--- src/rtl/instruction_execute_pkg.sv ---
// Shared decode definitions: opcode values, decoded-word field positions and the
// execute-stage FSM encoding. The decoder stage imports the same constants.
package instruction_execute_pkg;

  localparam int FIELD_W = 4;
  localparam int IMM_W   = 16;
  localparam int OPC_LSB = 28;
  localparam int RD_LSB  = 24;
  localparam int RS1_LSB = 20;
  localparam int RS2_LSB = 16;
  localparam int IMM_LSB = 0;

  localparam logic [FIELD_W-1:0] OP_NOP  = 4'h0;
  localparam logic [FIELD_W-1:0] OP_ADD  = 4'h1;
  localparam logic [FIELD_W-1:0] OP_SUB  = 4'h2;
  localparam logic [FIELD_W-1:0] OP_AND  = 4'h3;
  localparam logic [FIELD_W-1:0] OP_OR   = 4'h4;
  localparam logic [FIELD_W-1:0] OP_XOR  = 4'h5;
  localparam logic [FIELD_W-1:0] OP_SHL  = 4'h6;
  localparam logic [FIELD_W-1:0] OP_SHR  = 4'h7;
  localparam logic [FIELD_W-1:0] OP_ADDI = 4'h8;
  localparam logic [FIELD_W-1:0] OP_LUI  = 4'h9;
  localparam logic [FIELD_W-1:0] OP_SLT  = 4'hA;

  typedef enum logic [1:0] {
    IDLE = 2'd0,
    EXEC = 2'd1,
    OUT  = 2'd2
  } state_t;

endpackage

--- src/rtl/instruction_execute_exec_alu.sv ---
// Combinational ALU for the execute stage, zero latency, no flow control.
// Opcodes B-F flag illegal and return zero.
module instruction_execute_exec_alu
  import instruction_execute_pkg::*;
#(
  parameter int DATA_W = 32
) (
  input  logic [FIELD_W-1:0] opcode,
  input  logic [DATA_W-1:0]  a,
  input  logic [DATA_W-1:0]  b,
  input  logic [IMM_W-1:0]   imm,
  output logic [DATA_W-1:0]  result,
  output logic               illegal
);

  localparam int SH_W = $clog2(DATA_W);

  logic [DATA_W-1:0] imm_sx;
  logic [DATA_W-1:0] imm_zx;
  logic [SH_W-1:0]   shamt;

  assign imm_sx = {{(DATA_W-IMM_W){imm[IMM_W-1]}}, imm};
  assign imm_zx = {{(DATA_W-IMM_W){1'b0}}, imm};
  assign shamt  = b[SH_W-1:0];

  always_comb begin
    result  = '0;
    illegal = 1'b0;
    case (opcode)
      OP_NOP:  result = '0;
      OP_ADD:  result = a + b;
      OP_SUB:  result = a - b;
      OP_AND:  result = a & b;
      OP_OR:   result = a | b;
      OP_XOR:  result = a ^ b;
      OP_SHL:  result = a << shamt;
      OP_SHR:  result = a >> shamt;
      OP_ADDI: result = a + imm_sx;
      OP_LUI:  result = imm_zx << 16;
      OP_SLT:  result = {{(DATA_W-1){1'b0}}, ($signed(a) < $signed(b))};
      default: illegal = 1'b1;
    endcase
  end

endmodule

--- src/rtl/instruction_execute.sv ---
// Execute stage: regfile read, ALU, writeback; DOR two cycles after DIR is sampled.
// Holds result with DOR high until ack_to_execute; DIR ignored outside IDLE.
module instruction_execute
  import instruction_execute_pkg::*;
#(
  parameter int DATA_W    = 32,
  parameter int REG_COUNT = 16
) (
  input  logic              clk,
  input  logic              reset,
  output logic              DOR,
  input  logic              DIR,
  input  logic              ack_to_execute,
  output logic              ack_from_execute,
  input  logic [DATA_W-1:0] data_in,
  output logic [DATA_W-1:0] data_out,
  output logic              exec_err
);

  state_t            state_q, state_d;
  logic [DATA_W-1:0] instr_q, instr_d;
  logic [DATA_W-1:0] data_out_q, data_out_d;
  logic              exec_err_q, exec_err_d;
  logic              ack_q, ack_d;
  logic [DATA_W-1:0] regs_q [REG_COUNT];
  logic [DATA_W-1:0] regs_d [REG_COUNT];

  logic [FIELD_W-1:0] opcode, rd, rs1, rs2;
  logic [IMM_W-1:0]   imm;
  logic [DATA_W-1:0]  rs1_val, rs2_val, alu_result;
  logic               alu_illegal, wr_en;

  assign opcode = instr_q[OPC_LSB +: FIELD_W];
  assign rd     = instr_q[RD_LSB  +: FIELD_W];
  assign rs1    = instr_q[RS1_LSB +: FIELD_W];
  assign rs2    = instr_q[RS2_LSB +: FIELD_W];
  assign imm    = instr_q[IMM_LSB +: IMM_W];

  // r0 reads as zero regardless of array contents
  assign rs1_val = (rs1 == '0) ? '0 : regs_q[rs1];
  assign rs2_val = (rs2 == '0) ? '0 : regs_q[rs2];

  instruction_execute_exec_alu #(.DATA_W(DATA_W)) u_exec_alu (
    .opcode  (opcode),
    .a       (rs1_val),
    .b       (rs2_val),
    .imm     (imm),
    .result  (alu_result),
    .illegal (alu_illegal)
  );

  assign wr_en = !alu_illegal && (opcode != OP_NOP) && (rd != '0);

  always_comb begin
    state_d    = state_q;
    instr_d    = instr_q;
    data_out_d = data_out_q;
    exec_err_d = exec_err_q;
    ack_d      = 1'b0;
    regs_d     = regs_q;
    case (state_q)
      IDLE: begin
        if (DIR) begin
          instr_d = data_in;
          ack_d   = 1'b1;
          state_d = EXEC;
        end
      end
      EXEC: begin
        data_out_d = alu_illegal ? '0 : alu_result;
        exec_err_d = alu_illegal;
        if (wr_en) regs_d[rd] = alu_result;
        state_d = OUT;
      end
      OUT: begin
        if (ack_to_execute) state_d = IDLE;
      end
      default: state_d = IDLE;
    endcase
  end

  always_ff @(posedge clk or posedge reset) begin
    if (reset) begin
      state_q    <= IDLE;
      instr_q    <= '0;
      data_out_q <= '0;
      exec_err_q <= 1'b0;
      ack_q      <= 1'b0;
      regs_q     <= '{default: '0};
    end else begin
      state_q    <= state_d;
      instr_q    <= instr_d;
      data_out_q <= data_out_d;
      exec_err_q <= exec_err_d;
      ack_q      <= ack_d;
      regs_q     <= regs_d;
    end
  end

  assign DOR              = (state_q == OUT);
  assign ack_from_execute = ack_q;
  assign data_out         = data_out_q;
  assign exec_err         = exec_err_q;

endmodule

--- config.mk ---
export PLATFORM = sky130hd
export DESIGN_NAME = instruction_execute
export DESIGN_NICKNAME = d
export VERILOG_FILES = /design/src/rtl/instruction_execute_pkg.sv /design/src/rtl/instruction_execute_exec_alu.sv /design/src/rtl/instruction_execute.sv
export SDC_FILE = /design/constraint.sdc
export NUM_CORES = 2
export LEC_CHECK = 0
export CAP_MARGIN = 40
export CORE_UTILIZATION = 40
export CTS_CLUSTER_SIZE = 40
export DETAILED_ROUTE_END_ITERATION = 8
export HOLD_SLACK_MARGIN = 0.15
export SETUP_SLACK_MARGIN = 0.1
export SLEW_MARGIN = 20
export SYNTH_ARGS = -nofsm -noshare
export SYNTH_HDL_FRONTEND = slang
export SYNTH_SLANG_ARGS = --single-unit
--- constraint.sdc ---
create_clock -name clk -period 49.9 [get_ports clk]
set_input_delay 9.98 -clock clk [delete_from_list [all_inputs] [get_ports clk]]
set_output_delay 9.98 -clock clk [all_outputs]
set_load 0.01 [all_outputs]
* Word level (Yosys, flattened, before mapping)
Cells that the tools add are included.
** Operators by class
- $add $sub $neg :: 3
- Magnitude comparators :: 5
- Eq/ne operators :: 14
- Shift-type cells :: 2
- Multiplexer cells :: 19
- Bitwise operators :: 6
- Reductions and logical operators :: 13
** Operators with widths (number)
- $bwmux 512 :: 1
- $pmux 32 s10 :: 1
- $bmux 32 s4 :: 2
- $mux 32 :: 8
- $demux 32 s4 :: 1
- $add 32x32->32 :: 2
- $and 32x32->32 :: 1
- $lt 32x32->1 :: 1
- $or 32x32->32 :: 1
- $shl 32x5->32 :: 1
- $shr 32x5->32 :: 1
- $sub 32x32->32 :: 1
- $xor 32x32->32 :: 1
- $eq 4x3->1 const B :: 4
- $ge 5x5->1 const B :: 3
- $not 4->5 :: 3
- $eq 4x4->1 const B :: 3
- $logic_not 4->1 :: 3
- $reduce_or 11->1 :: 1
- $eq 4x2->1 const B :: 2
- $reduce_bool 4->1 :: 2
- $pmux 2 s3 :: 1
- $reduce_and 2->1 :: 3
- $lt 5x1->1 const B :: 1
- 9 further kinds :: 14
** Word-level totals
- Register bits after elaboration :: 580
- Input port bits :: 36
- Output and inout bits :: 35
- Word-level logic and storage cells :: 83

* Depth between registers and ports, before layout
- Word-level depth :: 8
- Gate-level depth with buffers :: 28

* Hierarchy
Synthesis repeated with hierarchy kept, for this count alone.
** Unflattened totals
- Cells, all modules :: 3315
- Area total of the unflattened synthesis :: 36418.7 um^2
** Modules (own cells, without submodules)
- instruction_execute :: instances 1, cells an instance 1976, area each 27557.7 um^2, seq. area each 13713.2 um^2
- instruction_execute_exec_alu :: instances 1, cells an instance 1339, area each 8861.0 um^2, seq. area each 0.0 um^2

* Least setup slack after synthesis
Ideal clock, no wire load.
- Path kind :: input-to-reg
- From :: in DIR
- To :: reg instr_q[12]
- Library setup time :: 0.125 ns
- Arrival time :: 11.161 ns
- Required time :: 49.775 ns
- Slack :: 38.614 ns
- Stages :: 4
- Path through :: nor3b_1 -> clkbuf_1 -> buf_1 -> mux2_2
** On the way
- Cells in the longest elaborated chain, start to end :: 1
** Ends and longest elaborated chain
- start: declaration :: line instruction_execute.sv:12 : input logic DIR,
- $reduce_and 2->1 (no source line)
- end signal: assignment :: line instruction_execute.sv:92 : instr_q <= instr_d;
- end: declaration :: line instruction_execute.sv:21 : logic [DATA_W-1:0] instr_q, instr_d;
No other way between the ends.
A chain may end at the register's enable or synchronous reset.

==> summary.md <==
| Metric | Value |
|---|---|
| Status | finished with violations |
| Failing checks | design-rule violations |
| # setup viols final | 0 |
| Synth Instances | 4022 |
| Post-synthesis sequential area ratio | 0.367 |
| Worst slew margin | 0.377 |
| Cell variety after synth | 118 |
| FF-to-FF Start | instr_q[17]$_DFFE_PP0P_ |
| Ys flop type | dfrtp_1 |
| Initial antenna violation count | 0 |
| Yosys top cell area share | 0.367 |
| Clock skew | 0.0350 ns |
| # clock sinks | 577 |
| R2r endpoint | regs_q[280]$_DFFE_PP0P_ |
| Synth area leader | dfrtp_1 |
| CTS resizes | 0 |
| Total Wirelength | 154000 µm |
| DR pass1 iterations | 9 |
| Xor/xnor share of the synthesized area | 0.00958 |
| Die area | 0.0995 mm² |
| Die Ht | 316 µm |
| Critical path type | in -> async |
| Post-Syn Area per Cell | 9.78 µm² |
| Post-Route Setup TNS | 0 ns |
| Global-route wire length before repair | 225000 µm |
| Die boundary width | 316 µm |
| IO buf count | 70 |
| GRT overflow | 0 |
| Setup crit end kind | async pin |
| Most frequent cells in the layout | 569 x dfrtp_1, 389 x nand2_1, 362 x nor2_1 |
| Area Overhead vs Synth | 11.1% |
| Setup WS pre-CTS | 36.06 ns |
| CTS Buf Count | 68 |
| Top Ports | 71 |
| Most common cell after layout, fill and taps aside | dfrtp_1 |
| Core area | 0.0970 mm² |
| Hold crit path type | reg -> reg |
| CTS Hold Bufs | 0 |
| Final min period | 12.74 ns |
| Setup ws final | 37.16 ns |
| Largest family of logic cells by synthesized area | multiplexers |
| Post-synthesis compound-gate area fraction | 0.191 |
| Starting DRT DRC Count | 4355 |
| ANT nets after route | 0 |
| CTS max path bufs | 3 |
| DRC violations left | 9 |
| Clock root buffer master | clkbuf_16 |
| Post-synthesis mux area share | 0.213 |
| Net Count, Synth | 4183 |
| # H-tree levels | 3 |
| Fmax | 78.5 MHz |
| Rows | 114 |
| Worst-margin pin slew | 0.928 ns |
| Post-synth EDFFs | 0 |
| CTS tree | yes |
| Post-DP HPWL | 108000 µm |
| GPL Wtd Cong | 1.06 |
| Post-Synth Simple-Gate Area | 0.121 |
| Critical path launch point | reset |
| Wirelength per Cell | 29.1 µm |
| Via density | 6.37 |
| Global-route usage over all layers | 0.308 |
| Via count | 33600 |
| Vias in the first global route | 32500 |
| Final Cycle Share | 0.255 |
| Setup Buffers After CTS | 0 |
| Clock transition at path regs | 0.06 ns |
| Final Hold Viols | 0 |
| Synth top area cells | dfrtp_1 37%, mux4_2 11%, mux2_2 5.0% |
| Worst reg-to-reg setup slack | 41.01 ns |
| Crit path to | instr_q[19]$_DFFE_PP0P_ |
| Worst Reg-to-Reg Cells | 24 |
| Share of cells above drive strength 1 | 0.189 |
| Post-synthesis adder-cell area fraction | 0.0404 |
| Crit Path Max Fanout | 89 |
| # nets final | 4099 |
| Worst Path Arrival | 13.42 ns |
| Yosys reg bits | 577 |
| Starting density of the core | 0.405 |
| Worst skew pair latency | 0.64 ns |
| Critical path required time | 50.58 ns |
| RSZ-0062 raised after global routing | false |
| MaxCap Viol Count | 0 |
| Crit start category | input port |
| Mapped Area | 0.0393 mm² |
| Fillers | 9278 |
| Fin. max-slew vios | 0 |
| Post-synth ARST share | 1.00 |
| Largest net degree at the start of global routing | 90 |
| Ys Warns | 0 |
## layer usage
metal	global-route usage	vias up	share of wire
li1	-	14700	-
met1	0.433	16800	0.42
met2	0.458	1685	0.43
met3	0.0551	377	0.088
met4	0.149	0	0.054
met5	0	-	0
## area by class of cell
type	count	area (µm²)	share of cell area
Multi-Input combinational cell	2961	22800	0.522
Sequential cell	577	14500	0.331
Clock buffer	105	2120	0.0487
Timing Repair Buffer	220	2070	0.0473
Tap cell	1276	1600	0.0366
Inverter	110	420	0.00963
Clock inverter	18	205	0.00470
Antenna cell	3	7.51	0.000172
## synthesized netlist by cell type (15+ instances only)
cell type and count:
o221ai_1 27, buf_1 27, nor2_1 371, mux2i_1 137, o21ai_0 340, clkbuf_1 220, buf_6 18, o31ai_1 21
nand4_1 23, nor3_1 54, dfrtp_1 577, a22oi_1 40, a31oi_1 40, a211oi_1 31, nand2_1 393, nand3_1 54
ha_1 123, and2_1 22, mux2_2 176, nand2b_1 33, o21ai_1 15, o211ai_1 32, a21oi_1 349, mux4_1 15
a21o_1 40, nor2b_1 31, o22ai_1 29, buf_4 16, xnor2_1 31, a221oi_1 33, a22o_1 15, buf_2 70
and3_1 17, or3_1 15, o21bai_1 17, mux4_2 196, inv_1 102
## sequential cells by signal, indices dropped and copies added (netlist names)
| name | count |
|---|---|
| regs_q | 509 |
| ack_from_execute | 1 |
| state_q | 2 |
| instr_q | 32 |
| data_out | 32 |
| exec_err | 1 |
## how the worst min path moves through the flow
stage                             from                       to  slack, ns  cells after the start
6_report       regs_q[487]$_DFFE_PP0P_  regs_q[487]$_DFFE_PP0P_       0.37                      0
5_1_grt        regs_q[501]$_DFFE_PP0P_  regs_q[501]$_DFFE_PP0P_       0.39                      0
4_1_cts        regs_q[487]$_DFFE_PP0P_  regs_q[487]$_DFFE_PP0P_       0.37                      0
3_5_place_dp   regs_q[487]$_DFFE_PP0P_  regs_q[487]$_DFFE_PP0P_       0.36                      0
3_3_place_gp   regs_q[487]$_DFFE_PP0P_  regs_q[487]$_DFFE_PP0P_       0.36                      0
2_1_floorplan  regs_q[487]$_DFFE_PP0P_  regs_q[487]$_DFFE_PP0P_       0.42                      1
## critical path: stages
cell and delay (ns):
clkdlybuf4s50_1 0.50, inv_8 0.43, buf_4 0.32, buf_16 0.28, buf_4 0.33, buf_16 0.30
buf_4 0.29, buf_16 0.29, buf_4 0.52
## cell families after synthesis
family,after synthesis
adder cells (fa/ha/maj),126
AO/OA/AOI/OAI,1180
buffers and inverters,484
AND/OR/NAND/NOR,1076
XOR/XNOR,43
flip-flops,577
multiplexers,536
## metrics by stage
| stage | instance area, µm² | std cells | hold WS (ns) | utilization |
|---|---|---|---|---|
| finish | 43700 | 5270 | 0.370 | 0.450 |
| global route | 43700 | 5267 | 0.387 | 0.450 |
| CTS | 43500 | 5261 | 0.373 | 0.449 |
| detailed placement | 41200 | 5138 | 0.360 | 0.425 |
| global placement | 40900 | 5115 | 0.360 | 0.421 |
| floorplan | 39300 | 4022 | 0.422 | - |
Power is left out: the tool's default activity adds up to more than one toggle a clock period on the data nets, which glitch-free logic cannot reach.
